--- src/rtl/game_pkg.sv ---
// Shared definitions for the game-round sequencer.
//   game_state_t   : round sequencer states, encoded as seen on game_state
//   ONE_SEC_CYCLES : pixel-clock cycles per second (25.175 MHz)
//   SCORE_W        : width of the two's-complement score bus
package game_pkg;

    typedef enum logic [2:0] {
        ST_IDLE      = 3'd0,
        ST_COUNTDOWN = 3'd1,
        ST_PLAYING   = 3'd2,
        ST_PAUSED    = 3'd3,
        ST_OVER      = 3'd4
    } game_state_t;

    localparam int ONE_SEC_CYCLES = 25175000;
    localparam int SCORE_W        = 10;

endpackage : game_pkg

--- src/rtl/edge_pulse.sv ---
// Rising-edge detector for a debounced button level.
//   clock : system clock
//   reset : asynchronous, active-high reset (clears the history flop)
//   btn   : debounced button level
//   pulse : high while btn is 1 and the previous sampled level was 0
// The pulse is combinational from the live level and the registered history,
// so the consumer acts at the same edge that captures btn_q = 1.
module edge_pulse (
    input  logic clock,
    input  logic reset,
    input  logic btn,
    output logic pulse
);

    logic btn_q;

    always_ff @(posedge clock or posedge reset) begin
        if (reset) begin
            btn_q <= 1'b0;
        end else begin
            btn_q <= btn;
        end
    end

    assign pulse = btn & ~btn_q;

endmodule : edge_pulse

--- src/rtl/round_controller.sv ---
// Game-round sequencer: start/pause handling, 3-2-1 pre-round countdown,
// round clock, and final/high score latching.
//   clock, reset  : pixel clock, asynchronous active-high reset
//   start_btn     : debounced level, rising edge starts a round
//   pause_btn     : debounced level, rising edge toggles pause
//   point_total   : running score (two's complement) from the scoring stage
//   timer_go      : high only while PLAYING
//   round_reset   : one-cycle pulse on entry to COUNTDOWN
//   game_state    : IDLE=0, COUNTDOWN=1, PLAYING=2, PAUSED=3, OVER=4
//   countdown     : pre-round seconds remaining
//   time_left     : round seconds remaining
//   second_tick   : one-cycle pulse per counted second
//   final_score   : point_total latched when the round ends
//   high_score    : best final score since reset (signed compare)
module round_controller
    import game_pkg::*;
#(
    parameter int ONE_SEC           = ONE_SEC_CYCLES,
    parameter int ROUND_SECONDS     = 150,
    parameter int COUNTDOWN_SECONDS = 3
) (
    input  logic               clock,
    input  logic               reset,
    input  logic               start_btn,
    input  logic               pause_btn,
    input  logic [SCORE_W-1:0] point_total,
    output logic               timer_go,
    output logic               round_reset,
    output logic [2:0]         game_state,
    output logic [1:0]         countdown,
    output logic [7:0]         time_left,
    output logic               second_tick,
    output logic [SCORE_W-1:0] final_score,
    output logic [SCORE_W-1:0] high_score
);

    localparam int SEC_W = (ONE_SEC > 1) ? $clog2(ONE_SEC) : 1;
    localparam logic [SEC_W-1:0] SEC_LAST = SEC_W'(ONE_SEC - 1);

    // Button edge detection: index 0 = start, index 1 = pause.
    logic [1:0] btn_level;
    logic [1:0] btn_pulse;

    assign btn_level = {pause_btn, start_btn};

    generate
        for (genvar gi = 0; gi < 2; gi++) begin : g_btn
            edge_pulse u_edge (
                .clock (clock),
                .reset (reset),
                .btn   (btn_level[gi]),
                .pulse (btn_pulse[gi])
            );
        end
    endgenerate

    logic start_pulse;
    logic pause_pulse;

    assign start_pulse = btn_pulse[0];
    assign pause_pulse = btn_pulse[1];

    game_state_t        state_reg,       state_next;
    logic [SEC_W-1:0]   sec_reg,         sec_next;
    logic [1:0]         countdown_reg,   countdown_next;
    logic [7:0]         time_left_reg,   time_left_next;
    logic [SCORE_W-1:0] final_reg,       final_next;
    logic [SCORE_W-1:0] high_reg,        high_next;
    logic               timer_go_reg,    timer_go_next;
    logic               round_reset_reg, round_reset_next;
    logic               tick_reg,        tick_next;

    logic counting;
    logic tick;

    // The second counter only runs while a timed phase is active; PAUSED
    // freezes it so resuming continues the partially elapsed second.
    assign counting = (state_reg == ST_COUNTDOWN) || (state_reg == ST_PLAYING);
    assign tick     = counting && (sec_reg == SEC_LAST);

    always_ff @(posedge clock or posedge reset) begin
        if (reset) begin
            state_reg       <= ST_IDLE;
            sec_reg         <= '0;
            countdown_reg   <= '0;
            time_left_reg   <= '0;
            final_reg       <= '0;
            high_reg        <= '0;
            timer_go_reg    <= 1'b0;
            round_reset_reg <= 1'b0;
            tick_reg        <= 1'b0;
        end else begin
            state_reg       <= state_next;
            sec_reg         <= sec_next;
            countdown_reg   <= countdown_next;
            time_left_reg   <= time_left_next;
            final_reg       <= final_next;
            high_reg        <= high_next;
            timer_go_reg    <= timer_go_next;
            round_reset_reg <= round_reset_next;
            tick_reg        <= tick_next;
        end
    end

    always_comb begin
        state_next       = state_reg;
        countdown_next   = countdown_reg;
        time_left_next   = time_left_reg;
        final_next       = final_reg;
        high_next        = high_reg;
        round_reset_next = 1'b0;
        tick_next        = tick;

        case (state_reg)
            ST_COUNTDOWN, ST_PLAYING: sec_next = tick ? '0 : sec_reg + 1'b1;
            ST_PAUSED:                sec_next = sec_reg;
            default:                  sec_next = '0;
        endcase

        case (state_reg)
            ST_IDLE, ST_OVER: begin
                // Start has priority over a coincident pause, which is
                // meaningless here anyway.
                if (start_pulse) begin
                    state_next       = ST_COUNTDOWN;
                    countdown_next   = 2'(COUNTDOWN_SECONDS);
                    time_left_next   = 8'(ROUND_SECONDS);
                    sec_next         = '0;
                    round_reset_next = 1'b1;
                end
            end
            ST_COUNTDOWN: begin
                if (tick) begin
                    if (countdown_reg > 2'd1) begin
                        countdown_next = countdown_reg - 2'd1;
                    end else begin
                        countdown_next = 2'd0;
                        state_next     = ST_PLAYING;
                    end
                end
            end
            ST_PLAYING: begin
                // A tick landing with a pause press wins; the press is lost.
                if (tick) begin
                    if (time_left_reg > 8'd1) begin
                        time_left_next = time_left_reg - 8'd1;
                    end else begin
                        time_left_next = 8'd0;
                        state_next     = ST_OVER;
                        final_next     = point_total;
                        if ($signed(point_total) > $signed(high_reg)) begin
                            high_next = point_total;
                        end
                    end
                end else if (pause_pulse) begin
                    state_next = ST_PAUSED;
                end
            end
            ST_PAUSED: begin
                if (pause_pulse) begin
                    state_next = ST_PLAYING;
                end
            end
            default: begin
                state_next = ST_IDLE;
            end
        endcase

        // Registered from the next state so it lines up with game_state.
        timer_go_next = (state_next == ST_PLAYING);
    end

    assign game_state  = state_reg;
    assign timer_go    = timer_go_reg;
    assign round_reset = round_reset_reg;
    assign countdown   = countdown_reg;
    assign time_left   = time_left_reg;
    assign second_tick = tick_reg;
    assign final_score = final_reg;
    assign high_score  = high_reg;

endmodule : round_controller

--- config.mk ---
export PLATFORM = sky130hd
export DESIGN_NAME = round_controller
export DESIGN_NICKNAME = d
export VERILOG_FILES = /design/src/rtl/game_pkg.sv /design/src/rtl/edge_pulse.sv /design/src/rtl/round_controller.sv
export SDC_FILE = /design/constraint.sdc
export NUM_CORES = 1
export LEC_CHECK = 0
export BUFFER_PORTS_ARGS = -buffer_cell sky130_fd_sc_hd__buf_2
export CAP_MARGIN = 20
export CORE_MARGIN = 2
export CORE_UTILIZATION = 40
export DETAILED_ROUTE_END_ITERATION = 6
export GPL_TIMING_DRIVEN = 0
export PLACE_DENSITY = 0.63
export SLEW_MARGIN = 20
export SYNTH_ARGS = -nofsm -noshare
export SYNTH_HDL_FRONTEND = slang
export SYNTH_SLANG_ARGS = --single-unit
--- constraint.sdc ---
create_clock -name clock -period 2.46 [get_ports clock]
set_clock_uncertainty 0.15 [all_clocks]
set_input_delay 0 -clock clock [delete_from_list [all_inputs] [get_ports clock]]
set_output_delay 0 -clock clock [all_outputs]
set_load 0.01 [all_outputs]
* Word level (Yosys, flattened, before mapping) *
Index checks and enable logic that the tools add are counted.
W data, S select, Z words.

storage, ports and cells
  logic and storage cells = 64
  bits in registers = 63
  output and inout port bits = 36
  input bits = 14

cells by class
  reductions and logical operators = 11
  add/subtract/negate cells = 3
  bitwise logic cells = 5
  muxes and demuxes = 22
  equality and inequality tests = 9
  $lt $le $gt $ge = 3

operator list
  kind                     number
  $mux W25                 3
  $pmux W25 S2             1
  $add A25 B1 Y25 const B  1
  $eq A25 B25 Y1 const B   1
  $mux W8                  3
  $mux W3                  7
  $pmux W8 S2              1
  $pmux W3 S4              1
  $gt A10 B10 Y1           1
  $eq A3 B2 Y1 const B     3
  $reduce_and A3 Y1        3
  $gt A8 B1 Y1 const B     1
  $sub A8 B1 Y8 const B    1
  $mux W2                  3
  $ne A2 B2 Y1 const B     2
  $pmux W2 S2              1
  $reduce_and A4 Y1        1
  $reduce_bool A2 Y1       2
  $reduce_or A2 Y1         2
  $eq A3 B1 Y1 const B     1
  $eq A3 B3 Y1 const B     1
  $logic_not A3 Y1         1
  $not A1 Y1               3
  $and A1 B1 Y1            2
  other kinds (6)          7

* Depth between registers and ports, before layout *
  word-level depth = 7
  depth in mapped cells = 8
  gate-level depth less buffers = 7

* Modules after synthesis *
From an unflattened synthesis, not the netlist that was laid out.

unflattened totals
  cells, all modules = 345
  area, all modules = 3437.0 µm²

by module, submodules not included
  module            times used  cells an instance  seq. area each (µm²)  area an instance (µm²)
  round_controller  1           339                1526.5                3352.0
  edge_pulse        2           3                  25.0                  42.5

* Least setup slack after synthesis *
No wires, ideal clock.

  path kind = reg2reg
  from = register time_left_reg[4], in the netlist time_left[4]
  to = register final_reg[0], in the netlist final_score[0]
  data arrival time = 2505 ps
  setup time = 125 ps
  clock period less this slack = 2780 ps
  cell stages (with the launch flop) = 7
  required time = 2185 ps
  buffers on the path = 1
  slack = -320 ps
  cells stage by stage = dfrtp_1 -> or4_4 -> or4_4 -> nor4_4 -> and2_4 -> buf_12 -> mux2_4

between the ends
  longest elaborated chain between the ends = 3

ends and longest elaborated chain
  item                                RTL line                 RTL
  start, declared                     round_controller.sv:66   logic [7:0] time_left_reg, time_left_next;
  start signal, assigned              round_controller.sv:96   time_left_reg <= time_left_next;
  $gt A8 B1 Y1                        round_controller.sv:145  if (time_left_reg > 8'd1) begin
  $not A1 Y1 (no source line)         -
  $reduce_and A3 Y1 (no source line)  -
  end signal, assigned                round_controller.sv:97   final_reg <= final_next;
  end, declared                       round_controller.sv:67   logic [SCORE_W-1:0] final_reg, final_next;

Every way passes these cells.
A chain may end at the register's enable or synchronous reset.

* Final worst setup path *
  from = register time_left_reg[6], in the netlist time_left[6]
  to = register final_reg[2], in the netlist final_score[2]

Same word-level chain as after synthesis.

==> run_summary.xml <==
<?xml version="1.0" encoding="UTF-8"?>
<metrics>
  <group name="power_and_ir_drop">
    <metric name="comb_power_share" unit="">0.149</metric>
    <metric name="swShare" unit="">0.281</metric>
    <metric name="share_clk_of_total_power" unit="">0.399</metric>
    <metric name="p_leak" unit="nW">2.02</metric>
    <metric name="power.ir.vdd_worst" unit="mV">0.390</metric>
    <metric name="seq_power_share" unit="">0.452</metric>
    <metric name="power_switching" unit="uW">733</metric>
    <metric name="post-layout-total-power" unit="mW">2.61</metric>
    <metric name="power_density" unit="nW/um^2">591</metric>
    <metric name="p_int" unit="mW">1.88</metric>
  </group>
  <group name="floorplan">
    <metric name="fp.dieW" unit="um">96.8</metric>
    <metric name="chipHeight" unit="um">96.8</metric>
    <metric name="die_area" unit="um^2">9380</metric>
    <metric name="fp-row-count" unit="">33</metric>
    <metric name="fp.coreArea" unit="um^2">8300</metric>
    <metric name="start_util" unit="">0.415</metric>
    <metric name="ioPinCount" unit="">50</metric>
  </group>
  <group name="yosys">
    <metric name="synth_seq_cells" unit="">63</metric>
    <metric name="synth_async_sr_flop_share" unit="">1.00</metric>
    <metric name="sequential_fraction_of_the_synthesis_area" unit="">0.457</metric>
    <metric name="yosys-top-cells-area" unit="">dfrtp_1, ha_1, mux2_4</metric>
    <metric name="syn-instance-count" unit="">340</metric>
    <metric name="synth_common_cells" unit="">dfrtp_1, nand2_1, inv_1, a21oi_1, o21ai_0</metric>
    <metric name="synth_enable_flop_cells" unit="">0</metric>
    <metric name="synthesis.yosys.warnings" unit="">0</metric>
    <metric name="synthesized_nets" unit="">367</metric>
    <metric name="combined_area_of_all_synthesized_cells" unit="um^2">3450</metric>
    <metric name="post-synth-top-area-fraction" unit="">0.457</metric>
    <metric name="synth.distinct_cells" unit="">59</metric>
    <metric name="post-synth-top-count-cell" unit="">dfrtp_1</metric>
    <metric name="synth-main-ff-cell" unit="">dfrtp_1</metric>
    <metric name="synth.avg_cell_area" unit="um^2">10.1</metric>
    <metric name="synth_top_area_cell" unit="">dfrtp_1</metric>
  </group>
  <group name="setup_path">
    <metric name="worstReg2RegStart" unit="">time_left[6]</metric>
    <metric name="critPathRequiredTime" unit="ns">2.55</metric>
    <metric name="r2r-end" unit="">final_score[2]</metric>
    <metric name="worst-r2r-cell-count" unit="">6</metric>
    <metric name="worstSetupStartpointType" unit="">flip-flop</metric>
    <metric name="endpoint_kind" unit="">flip-flop</metric>
    <metric name="worstPathMaxFanout" unit="">10</metric>
    <metric name="reg2reg_slack" unit="ns">-0.07</metric>
    <metric name="worstSetupPathType" unit="">flip-flop to flip-flop</metric>
    <metric name="worst-endpoint-arrival" unit="ns">2.63</metric>
  </group>
  <group name="layout">
    <metric name="stdcell_area" unit="um^2">4420</metric>
    <metric name="multi_input_comb_area" unit="um^2">1840</metric>
    <metric name="largest_register_ffs" unit="">25</metric>
    <metric name="fill_cell_total_of_the_finished_layout" unit="">721</metric>
    <metric name="diodes" unit="">0</metric>
    <metric name="layout.core_utilization" unit="">0.532</metric>
    <metric name="fin_nets" unit="">453</metric>
    <metric name="reg_area" unit="um^2">1580</metric>
    <metric name="synth_to_final_area_change" unit="%">28.2</metric>
    <metric name="post_route_cells_drive_above_1_share" unit="">0.302</metric>
  </group>
  <group name="cts">
    <metric name="clock_latency" unit="ns">0.35</metric>
    <metric name="clkSinkCount" unit="">63</metric>
    <metric name="clk_path_buf_depth" unit="">2</metric>
    <metric name="num_cts_buffers" unit="">9</metric>
    <metric name="cts_clock_pin_slew_for_the_worst_setup_and_hold_paths" unit="ns">0.08</metric>
    <metric name="clock_tree.htree_level_count" unit="">3</metric>
    <metric name="tritoncts" unit="">yes</metric>
    <metric name="cts_root_buf" unit="">clkbuf_8</metric>
  </group>
  <group name="global_route">
    <metric name="grt_pass1_wl" unit="um">13700</metric>
    <metric name="grt_overflow_total" unit="">0</metric>
    <metric name="global_route.usage.total" unit="">0.178</metric>
    <metric name="largest_net_degree_at_the_start_of_global_routing" unit="">51</metric>
    <metric name="number_of_antenna_violations_at_the_first_check_in_global_routing" unit="">0</metric>
    <metric name="first_global_vias" unit="">2863</metric>
  </group>
  <group name="placement">
    <metric name="preCtsSetupSlack" unit="ns">-0.396</metric>
    <metric name="dp.final_hpwl" unit="um">5480</metric>
    <metric name="postPlaceCellArea" unit="um^2">3850</metric>
    <metric name="numPortBuffers" unit="">49</metric>
    <metric name="gp_congestion" unit="">0.789</metric>
  </group>
  <group name="timing">
    <metric name="setup_viol" unit="">20</metric>
    <metric name="rsz0062_at_grt" unit="">true</metric>
    <metric name="worst-slew-pin-transition" unit="ns">0.715</metric>
    <metric name="timing.final.ws_setup" unit="ns">-0.0739</metric>
    <metric name="min_period_over_period" unit="">1.03</metric>
    <metric name="max_freq" unit="GHz">0.395</metric>
    <metric name="period_needed" unit="ns">2.53</metric>
    <metric name="maxSlewHeadroom" unit="">0.519</metric>
    <metric name="final_hold_vio_count" unit="">0</metric>
    <metric name="report.final.slew_viol_count" unit="">0</metric>
  </group>
  <group name="routing">
    <metric name="detailroute.via_count" unit="">2931</metric>
    <metric name="drt_iter0_markers" unit="">115</metric>
    <metric name="viasPerCell" unit="">5.47</metric>
    <metric name="detail-route-antenna-nets" unit="">0</metric>
    <metric name="routed_wl" unit="um">8040</metric>
    <metric name="drtPass1Iterations" unit="">5</metric>
    <metric name="routedWlPerCell" unit="um">15.0</metric>
    <metric name="drc_errors" unit="">0</metric>
  </group>
  <group name="worst_hold_path">
    <metric name="hold_path.class" unit="">input port to flip-flop</metric>
    <metric name="hold_path_startpoint" unit="">pause_btn</metric>
    <metric name="min_path_cells" unit="">2</metric>
    <metric name="hold-path-endpoint" unit="">g_btn[1].u_edge.btn_q</metric>
  </group>
  <group name="status">
    <metric name="run_status" unit="">finished with violations</metric>
    <metric name="violations" unit="">setup timing</metric>
  </group>
  <group name="flow_run">
    <metric name="drv.max_cap_violation_count" unit="">0</metric>
  </group>
</metrics>
-- placed cells by master (no fill, tap or decap), types with 6 or more instances in the layout --
cell,n
buf_2,50
buf_4,12
mux2_4,11
dlygate4sd3_1,14
dfrtp_1,62
inv_1,18
nand2_1,32
a21oi_1,17
ha_1,13
nor2_1,14
and3_1,7
clkbuf_8,10
o21ai_0,18
a31oi_1,16
or3_1,6
nand3_1,15
nor3_1,6
mux2_2,9
-- worst max path at each step --
| stage | end | slack (ns) | startpoint |
|---|---|---|---|
| after floorplan | final_score[0] | -0.1 | time_left[6] |
| after global placement | sec_reg[10] | -0.42 | game_state[0] |
| after global routing | high_score[7] | -0.15 | time_left[6] |
| after CTS | final_score[2] | -0.15 | time_left[6] |
| after detailed placement | sec_reg[10] | -0.40 | game_state[0] |
| final | final_score[2] | -0.07 | time_left[6] |
-- through the flow --
stage	instances	TNS, ns	hold slack [ns]
4_1_cts	533	-2.73	0.142
2_1_floorplan	340	-0.979	-0.119
3_5_place_dp	495	-9.66	-0.212
5_1_grt	536	-2.62	0.160
6_report	536	-1.07	0.147
3_3_place_gp	494	-18.47	-0.0238
-- layout make-up --
type | instances | area share
clock inverter | 6 | 0.0210
inverter | 19 | 0.0167
timing repair buffer | 75 | 0.112
sequential | 63 | 0.357
multi-input combinational | 247 | 0.417
buffer | 11 | 0.0156
tap | 105 | 0.0297
clock buffer | 10 | 0.0312
-- power groups by stage --
stage | Sequential, mW | Combinational [mW] | Clock [mW]
CTS | 1.18 | 0.390 | 1.07
global placement | 1.20 | 0.333 | 0
global route | 1.20 | 0.440 | 1.12
detailed placement | 1.20 | 0.347 | 0
floorplan | 1.19 | 0.232 | 0
finish | 1.18 | 0.389 | 1.04
-- critical path: stages, from the launching register on --
cell and delay [ns]:
dfrtp_1 0.39, or4_4 0.54, or4_4 0.47, nor4_4 0.22
and2_4 0.21, buf_12 0.14, mux2_4 0.31
-- cells by family after synthesis --
group	share of synthesized area
simple gates	0.204
compound gates	0.155
flops	0.457
buf+inv	0.0396
mux	0.0791
fa+ha+maj	0.0472
xor+xnor	0.0178
-- metal layers --
layer | up-vias | global-route usage | share of wire
li1 | 1430 | - | -
met1 | 1433 | 0.238 | 0.47
met2 | 60 | 0.283 | 0.48
met3 | 8 | 0.0390 | 0.038
met4 | 0 | 0.0639 | 0.011
met5 | - | 0 | 0
-- repair_timing --
| item | in CTS | in global routing |
|---|---|---|
| setup endpoints to repair | 47 | 45 |
| hold endpoints to repair | 86 | 0 |
| pin swaps | 2 | 1 |
| gates cloned | 1 | 0 |
| buffers inserted | 7 | 4 |
| resized for setup | 13 | 9 |
| hold buffers | 14 | 0 |
No activity file was read; power rests on OpenSTA's default activity.
